`config.mk`:
```
export PLATFORM = sky130hd
export DESIGN_NAME = zktc_core
export DESIGN_NICKNAME = d
export VERILOG_FILES = /design/src/rtl/zktc_core.sv
export SDC_FILE = /design/constraint.sdc
export NUM_CORES = 1
export LEC_CHECK = 0
export BUFFER_PORTS_ARGS = -buffer_cell sky130_fd_sc_hd__buf_2
export CAP_MARGIN = 20
export CORE_ASPECT_RATIO = 0.8
export CORE_MARGIN = 5
export CORE_UTILIZATION = 42
export DETAILED_ROUTE_END_ITERATION = 6
export GPL_TIMING_DRIVEN = 0
export SLEW_MARGIN = 25
export SYNTH_ARGS = -nofsm -noshare
export SYNTH_HDL_FRONTEND = slang
export SYNTH_SLANG_ARGS = --single-unit
```
`constraint.sdc`:
```
create_clock -name clk -period 5.9 [get_ports clk]
set_input_delay 0.59 -clock clk [delete_from_list [all_inputs] [get_ports clk]]
set_output_delay 0.59 -clock clk [all_outputs]
set_load 0.05 [all_outputs]
```
`src/rtl/zktc_core.sv`:
```
// zktc_core: 16-bit multi-cycle CPU core.
// Runs FETCH -> EXEC -> (MEM) -> FETCH over one shared valid/ready memory port.
// Traps, interrupts and RFI use the PSR/PPC/PPSR registers held in c_registers.
// Ports:
//   clk, rst            clock, synchronous active-high reset
//   trap                level-sensitive interrupt request (taken only when PSR.IE=1)
//   mem_ready/mem_rdata one-cycle completion pulse carrying read data
//   mem_valid/mem_wstrb/mem_wdata/mem_addr  request; held stable until ready

// Control registers. PSR = {11'b0, cause[2:0], IE, SUP}.
module zktc_cregs (
  input  logic        clk,
  input  logic        rst,
  input  logic        trap_en,   // trap entry this cycle
  input  logic [2:0]  cause,
  input  logic [15:0] ppc_in,    // return address to save
  input  logic        rfi_en,    // restore psr from ppsr
  output logic [15:0] psr,
  output logic [15:0] ppc,
  output logic [15:0] ppsr
);
  logic [15:0] psr_q, psr_d, ppc_q, ppc_d, ppsr_q, ppsr_d;

  always_comb begin
    psr_d  = psr_q;
    ppc_d  = ppc_q;
    ppsr_d = ppsr_q;
    if (trap_en) begin
      ppc_d  = ppc_in;
      ppsr_d = psr_q;
      psr_d  = {11'b0, cause, 1'b0, 1'b1};
    end else if (rfi_en) begin
      psr_d  = ppsr_q;
    end
  end

  always_ff @(posedge clk) begin
    if (rst) begin
      psr_q  <= '0;
      ppc_q  <= '0;
      ppsr_q <= '0;
    end else begin
      psr_q  <= psr_d;
      ppc_q  <= ppc_d;
      ppsr_q <= ppsr_d;
    end
  end

  assign psr  = psr_q;
  assign ppc  = ppc_q;
  assign ppsr = ppsr_q;
endmodule

module zktc_core #(
  parameter logic [15:0] RESET_PC    = 16'hB000,
  parameter logic [15:0] TRAP_VECTOR = 16'h0000
) (
  input  logic        clk,
  input  logic        rst,
  input  logic        trap,
  input  logic        mem_ready,
  input  logic [15:0] mem_rdata,
  output logic        mem_valid,
  output logic [1:0]  mem_wstrb,
  output logic [15:0] mem_wdata,
  output logic [15:0] mem_addr
);
  typedef enum logic [1:0] {S_FETCH, S_EXEC, S_MEM, S_TRAP} state_t;

  localparam logic [15:0] INS_TRAP = 16'hFFFF;
  localparam logic [15:0] INS_RFI  = 16'hFFFE;

  state_t             state_q, state_d;
  logic [15:0]        pc_q, pc_d;
  logic [15:0]        instr_q, instr_d;
  logic [2:0]         cause_q, cause_d;
  logic [7:0][15:0]   regs_q, regs_d;
  logic               mem_valid_q, mem_valid_d;
  logic [1:0]         mem_wstrb_q, mem_wstrb_d;
  logic [15:0]        mem_wdata_q, mem_wdata_d;
  logic [15:0]        mem_addr_q, mem_addr_d;

  logic               trap_en, rfi_en;
  logic [15:0]        psr, ppc, ppsr;

  zktc_cregs c_registers (
    .clk    (clk),
    .rst    (rst),
    .trap_en(trap_en),
    .cause  (cause_q),
    .ppc_in (pc_q),     // already advanced past a trapping instr; unfetched pc for interrupts
    .rfi_en (rfi_en),
    .psr    (psr),
    .ppc    (ppc),
    .ppsr   (ppsr)
  );

  // Decode fields
  logic [4:0]  op;
  logic [2:0]  rd, rs;
  logic [15:0] imm, rs_val, rd_val, ea;

  assign op     = instr_q[4:0];
  assign rd     = instr_q[7:5];
  assign rs     = instr_q[10:8];
  assign imm    = {{11{instr_q[15]}}, instr_q[15:11]};
  assign rs_val = regs_q[rs];   // regs_q[0] is never written, so r0 reads 0
  assign rd_val = regs_q[rd];
  assign ea     = rs_val + imm;

  always_comb begin
    state_d     = state_q;
    pc_d        = pc_q;
    instr_d     = instr_q;
    cause_d     = cause_q;
    regs_d      = regs_q;
    mem_valid_d = mem_valid_q;
    mem_wstrb_d = mem_wstrb_q;
    mem_wdata_d = mem_wdata_q;
    mem_addr_d  = mem_addr_q;
    trap_en     = 1'b0;
    rfi_en      = 1'b0;

    case (state_q)
      S_FETCH: begin
        if (!mem_valid_q) begin
          // Instruction boundary: only place an interrupt can be taken.
          if (trap && psr[1]) begin
            cause_d = 3'd2;
            state_d = S_TRAP;
          end else begin
            mem_valid_d = 1'b1;
            mem_addr_d  = pc_q;
            mem_wstrb_d = 2'b00;
          end
        end else if (mem_ready) begin
          mem_valid_d = 1'b0;
          instr_d     = mem_rdata;
          pc_d        = pc_q + 16'd2;
          state_d     = S_EXEC;
        end
      end

      S_EXEC: begin
        state_d = S_FETCH;
        if (instr_q == INS_TRAP) begin
          cause_d = 3'd1;
          state_d = S_TRAP;
        end else if (instr_q == INS_RFI) begin
          pc_d   = ppc;
          rfi_en = 1'b1;
        end else begin
          case (op)
            5'd0: regs_d[rd] = rd_val + rs_val;
            5'd1: regs_d[rd] = rd_val - rs_val;
            5'd2: regs_d[rd] = rd_val & rs_val;
            5'd3: regs_d[rd] = rd_val | rs_val;
            5'd4: regs_d[rd] = rd_val ^ rs_val;
            5'd5: begin
              mem_valid_d = 1'b1;
              mem_addr_d  = ea;
              mem_wstrb_d = 2'b00;
              state_d     = S_MEM;
            end
            5'd6: begin
              mem_valid_d = 1'b1;
              mem_addr_d  = ea;
              mem_wstrb_d = 2'b11;
              mem_wdata_d = rd_val;
              state_d     = S_MEM;
            end
            5'd7: regs_d[rd] = ea;
            5'd8: begin
              regs_d[rd] = pc_q;
              pc_d       = ea & 16'hFFFE;
            end
            default: begin
              cause_d = 3'd3;
              state_d = S_TRAP;
            end
          endcase
        end
      end

      S_MEM: begin
        if (mem_ready) begin
          mem_valid_d = 1'b0;
          if (mem_wstrb_q == 2'b00) regs_d[rd] = mem_rdata;
          mem_wstrb_d = 2'b00;
          state_d     = S_FETCH;
        end
      end

      S_TRAP: begin
        trap_en = 1'b1;
        pc_d    = TRAP_VECTOR;
        state_d = S_FETCH;
      end

      default: state_d = S_FETCH;
    endcase

    regs_d[0] = '0;  // writes to r0 are discarded
  end

  always_ff @(posedge clk) begin
    if (rst) begin
      state_q     <= S_FETCH;
      pc_q        <= RESET_PC;
      instr_q     <= '0;
      cause_q     <= '0;
      regs_q      <= '0;
      mem_valid_q <= 1'b0;
      mem_wstrb_q <= '0;
      mem_wdata_q <= '0;
      mem_addr_q  <= '0;
    end else begin
      state_q     <= state_d;
      pc_q        <= pc_d;
      instr_q     <= instr_d;
      cause_q     <= cause_d;
      regs_q      <= regs_d;
      mem_valid_q <= mem_valid_d;
      mem_wstrb_q <= mem_wstrb_d;
      mem_wdata_q <= mem_wdata_d;
      mem_addr_q  <= mem_addr_d;
    end
  end

  assign mem_valid = mem_valid_q;
  assign mem_wstrb = mem_wstrb_q;
  assign mem_wdata = mem_wdata_q;
  assign mem_addr  = mem_addr_q;
endmodule

```
# Word level (Yosys, flattened, before mapping)
# Cells that the tools add are included.
# totals
regBits	248
input_bits	20
out_inout_bits	35
# op_classes
addsub	4
magnitude_cmp	3
eq_ne	30
n_mux	66
bitwise	5
reduce_logical	23
# op_table
cell	count
$bwmux W128	8
$pmux W128 S7	1
$mux W128	4
$pmux W128 S2	1
$mux W16	13
$bmux W16 S3	2
$demux W16 S3	1
$pmux W16 S3	1
$add A16 B16 Y16	2
$eq A16 B16 Y1 const B	2
$pmux W16 S2	1
$eq A5 B3 Y1 const B	4
$mux W2	10
$ne A2 B2 Y1 const B	10
$add A16 B2 Y16 const B	1
$and A16 B16 Y16	1
$or A16 B16 Y16	1
$sub A16 B16 Y16	1
$xor A16 B16 Y16	1
$mux W3	5
$ne A3 B3 Y1 const B	5
$reduce_and A5 Y1	3
$reduce_and A6 Y1	2
$mux W1	11
27 further kinds	40

# Longest topological paths before layout
# depth
word_depth	9
depth_mapped	18

# Modules after synthesis
# Synthesis repeated with hierarchy kept, for this count alone.
# hier_totals
hier_cells	1959
area_unflattened_um2	15482.3
# modules_own_cells
module	n_inst	cells_each	area_each_um2
zktc_core	1	1799	13729.4
zktc_cregs	1	160	1752.9

# Worst setup path before layout
# No wires, ideal clock.
# synth_timing
kind	flip-flop to flip-flop
from	reg instr_q[8]
to	reg regs_q[58] (netlist bit)
t_arrival_ns	4.088
required_ns	5.814
path_slack_ns	1.726
path_stages_with_launch	17
path_buffers	2
synth_period_minus_slack_ns	4.174
path_cell_list	dfxtp_1 -> buf_2 -> buf_1 -> mux4_2 -> nand2_1 -> o21a_1 -> inv_1 -> ha_1 -> fa_1 -> a21oi_1 -> o211a_1 -> o31ai_1 -> or2_2 -> a32o_1 -> o2111a_1 -> a31o_1 -> a211oi_1
# synth_between
elab_chain_len	8
# synth_rtl
item	line_no	source
start, declared	75	logic [15:0] instr_q, instr_d;
start signal, assigned	220	instr_q <= instr_d;
$bmux W16 S3	107	assign rs_val = regs_q[rs];
$mux W16 (not written as such)	107	
$add A16 B16 Y16, or another cell as far along	109	assign ea = rs_val + imm;
$bwmux W128, or another cell as far along	172	5'd7: regs_d[rd] = ea;
$pmux W128 S7	153	case (op)
$mux W128	149	end else if (instr_q == INS_RFI) begin
$mux W128	146	if (instr_q == INS_TRAP) begin
$pmux W128 S2	124	case (state_q)
end signal, assigned	222	regs_q <= regs_d;
end, declared	77	logic [7:0][15:0] regs_q, regs_d;
# Parallel ways exist; a longest one is shown, timed or not. The select of a mux whose other input is x is not followed.
# A chain may end at the register's enable or synchronous reset.

# Worst setup path in the final report
# layout_timing
from	reg instr_q[5]
to	reg regs_q[45] (netlist bit)
# layout_lines
item	line_no	source
$bmux W16 S3 *	108	assign rd_val = regs_q[rd];
$mux W16 (not written as such) *	108	
via rd_val[7]	101	logic [15:0] imm, rs_val, rd_val, ea;
$sub A16 B16 Y16 or $add A16 B16 Y16 (tied branches)	155, 154	
$bwmux W128, on equally long branches	155, 154	
$pmux W128 S7 *	153	
$mux W128 *	149	
$mux W128 *	146	
$pmux W128 S2 *	124	
# The timed path passes the listed nets; every way through them passes the cells marked *. The select of a mux whose other input is x is not followed.

==> impl_metrics.tcl <==
set metrics [dict create \
    final_nets 2052 \
    violations "DRC" \
    final-max-slew-violation-count 0 \
    syn_nets 1978 \
    power.density_mw_per_mm2 385 \
    core_sq_mm 0.0346 \
    synth_common_cells "o21ai_0 (223), dfxtp_1 (198), a21oi_1 (174), nor2_1 (173), nand2_1 (165)" \
    fillCellCount 3531 \
    asyncSetResetFlopFracSynth 0 \
    avgSynthCellArea_sq_um 7.75 \
    place_congestion 1.08 \
    peakVddDrop_v 0.000205 \
    place_ws_ps -634 \
    synth_area_sq_mm 0.0146 \
    reg2reg_from "instr_q[5]" \
    ant_nets 0 \
    synth_xor_area_frac 0.0168 \
    drt-initial-drc-count 2878 \
    hold_path_class "in -> reg" \
    hold_path.startpoint "mem_rdata[15]" \
    synth_compound_area_frac 0.344 \
    synth_top_area_cell "dfxtp_1" \
    clk-insertion-delay-late_ps 480 \
    worstPathArrival_ps 6200 \
    dieArea_sq_mm 0.0387 \
    ys_warn_count 0 \
    fmax_ghz 0.171 \
    critical_path.endpoint_type "flip-flop" \
    antenna_found_initial 2 \
    drc_errors 12 \
    status "finished, violations left" \
    routedWlPerCell_microns 31.9 \
    min_to "instr_q[15]" \
    cp_top_family "compound AO/OA/AOI/OAI gates" \
    root_buffer "clkbuf_16" \
    synth_most_common_cell "o21ai_0" \
    crit_chain "clkbuf_2 > nand2_1 > nor2_2 > clkbuf_2 > a22oi_1 > nand3_1 > inv_1 > ha_1 > clkbuf_1 > inv_1 > nand3_1 > a211oi_1 > o21ai_1 > a31o_2 > mux2i_1 > o221ai_2 > o31a_1" \
    synth_top_family_by_area "compound AO/OA/AOI/OAI gates" \
    grt_pass1_wl_mm 110 \
    cpPeakStageDelay_ps 640 \
    clockBufferDepth 2 \
    critPathSlowestCell "nor2_2" \
    synth.area.mux_share 0.0842 \
    grt_pass1_vias 15212 \
    grt_max_degree 20 \
    r2r-end "regs_q[45]" \
    synthDistinctLibCells 98 \
    cts_htree_levels 4 \
    start_kind "flip-flop" \
    io_pins 55 \
    synth_edf_count 0 \
    overflow 0 \
    crit_fanout 10 \
    ys_ff_latch 198 \
    dpl.hpwl_mm 58.6 \
    min_path_cells 3 \
    cts_buffers 17 \
    layout_setup_ws_ps 67.5 \
    hold_viol_final 0 \
    num_rows 61 \
    drt-total-wl_mm 78.1 \
    yosys-top-cells-area "dfxtp_1 (27%), o21ai_0 (7.6%), a21oi_1 (6.0%), ha_1 (5.8%), nor2_1 (4.4%)" \
    via_count 16855 \
    maxCapViolCount 0 \
    cts_setup_buffers 0 \
    worstMarginPinSlew_ps 1250 \
    cp.required_ps 6270 \
    leakage_nw 6.21 \
    finalSetupViolations 0 \
    cts_tree "yes" \
    finalCritPeriodShare 0.989 \
    syn-instance-count 1887 \
    numPortBuffers 54 \
    area_growth_pct 11.0 \
    fin_crit_ps 5830 \
    reg2reg_depth 17 \
    clk_pin_slew_ps 80 \
    skew_ps 17.1 \
    rsz0062_at_grt "no" \
    ff2ff_setup_slack_ps 70 \
    synthAdderAreaFrac 0.0623 \
    slew_headroom 0.169 \
    critPathKind "reg -> reg" \
    cp.buffers_inverters 5 \
    synth_top_area_frac 0.271 \
    chipHeight_microns 177 \
    firstDrtPassIters 7 \
    die_w_microns 219 \
    cts.sinks 198 \
    grt_usage 0.392 \
    initial_core_util 0.423 \
    synthFlopType "dfxtp_1" \
    utilization 0.470 \
    seq_area_frac_synth 0.271 \
    yosys.area_share.simple 0.161 \
    routed_via_density 6.89 \
    final_layout_size_suffix_gt1_frac 0.127 \
]
-- stage by stage --
stage / power, W / TNS (ps) / instances / area, sq um / hold slack (ps)
after detailed placement: 0.00478 / -15330 / 2414 / 15500 / 469
after global placement: 0.00476 / -23900 / 2413 / 15500 / 465
final: 0.00625 / 0 / 2447 / 16200 / 359
after CTS: 0.00607 / 0 / 2446 / 16200 / 352
after floorplan: 0.00367 / 0 / 1887 / 14600 / 450
after global routing: 0.00647 / 0 / 2446 / 16200 / 361
-- timing repair --
| item | 4_1_cts | 5_1_grt |
|---|---|---|
| resized for setup | 10 | 32 |
| hold buffers | 0 | 0 |
| pin swaps | 0 | 1 |
| setup endpoints to repair | 51 | 52 |
-- how the worst max path moves through the flow --
stage / slack (ps) / from / cells after the start / end
after global routing: 20 / instr_q[7] / 17 / regs_q[126]
after CTS: 50 / instr_q[7] / 15 / regs_q[24]
final: 70 / instr_q[5] / 17 / regs_q[45]
after detailed placement: -630 / instr_q[7] / 17 / regs_q[91]
after global placement: -660 / instr_q[7] / 17 / regs_q[123]
after floorplan: 1730 / instr_q[8] / 16 / regs_q[58]
-- flip-flops by register name, summed over array words and instances, names as in the netlist --
| name | count |
|---|---|
| mem_wdata | 16 |
| state_q | 2 |
| mem_valid | 1 |
| instr_q | 16 |
| regs_q | 112 |
| c_registers.ppc | 16 |
| pc_q | 16 |
| c_registers.ppsr | 1 |
| mem_addr | 16 |
| mem_wstrb | 1 |
| c_registers.psr | 1 |
-- final cells by class --
| type | instances | area (sq um) | share of cell area |
|---|---|---|---|
| antenna | 1 | 2.50 | 0.000154 |
| buffer | 152 | 683 | 0.0421 |
| clock buffer | 18 | 439 | 0.0270 |
| clock inverter | 14 | 180 | 0.0111 |
| inverter | 63 | 236 | 0.0146 |
| multi-input combinational | 1474 | 9860 | 0.608 |
| sequential | 198 | 3960 | 0.244 |
| tap | 472 | 591 | 0.0364 |
| timing repair buffer | 55 | 275 | 0.0170 |
-- report_power, final --
part	switching, W	internal, W	leakage, nW	total, W
clock	0.000653	0.000658	0.305	0.00131
combinational	0.00247	0.000855	4.30	0.00333
sequential	0.000135	0.00147	1.60	0.00161
-- logic make-up after synthesis --
family,count (synthesis)
mux,96
fa+ha+maj,71
compound gates,776
xor+xnor,28
flops,198
simple gates,503
buf+inv,215
-- routing by layer --
layer | vias up | track usage | wire (microns)
met4 | 4 | 0.174 | 4170
met5 | - | 0 | 23
li1 | 7162 | - | -
met1 | 8017 | 0.564 | 32700
met2 | 1418 | 0.518 | 29100
met3 | 254 | 0.142 | 12000
-- worst reg2reg max path: stages, from the launching register on --
cell and delay [ps]:
dfxtp_1 500, clkbuf_2 390, nand2_1 110, nor2_2 640, clkbuf_2 600, a22oi_1 130, nand3_1 290, inv_1 150
ha_1 340, clkbuf_1 250, inv_1 160, nand3_1 140, a211oi_1 460, o21ai_1 300, a31o_2 320, mux2i_1 240
o221ai_2 320, o31a_1 390
-- layout by cell type, fill, tap and decap left out, drive strengths merged, types with 42 or more instances in the layout --
master  instances
a21oi         175
ha             68
buf           109
mux2i          51
a22oi          42
nand2         168
clkbuf        114
a211oi         55
o21ai         242
inv            70
dfxtp         198
nor2          178
No activity file was read; power rests on OpenSTA's default activity.
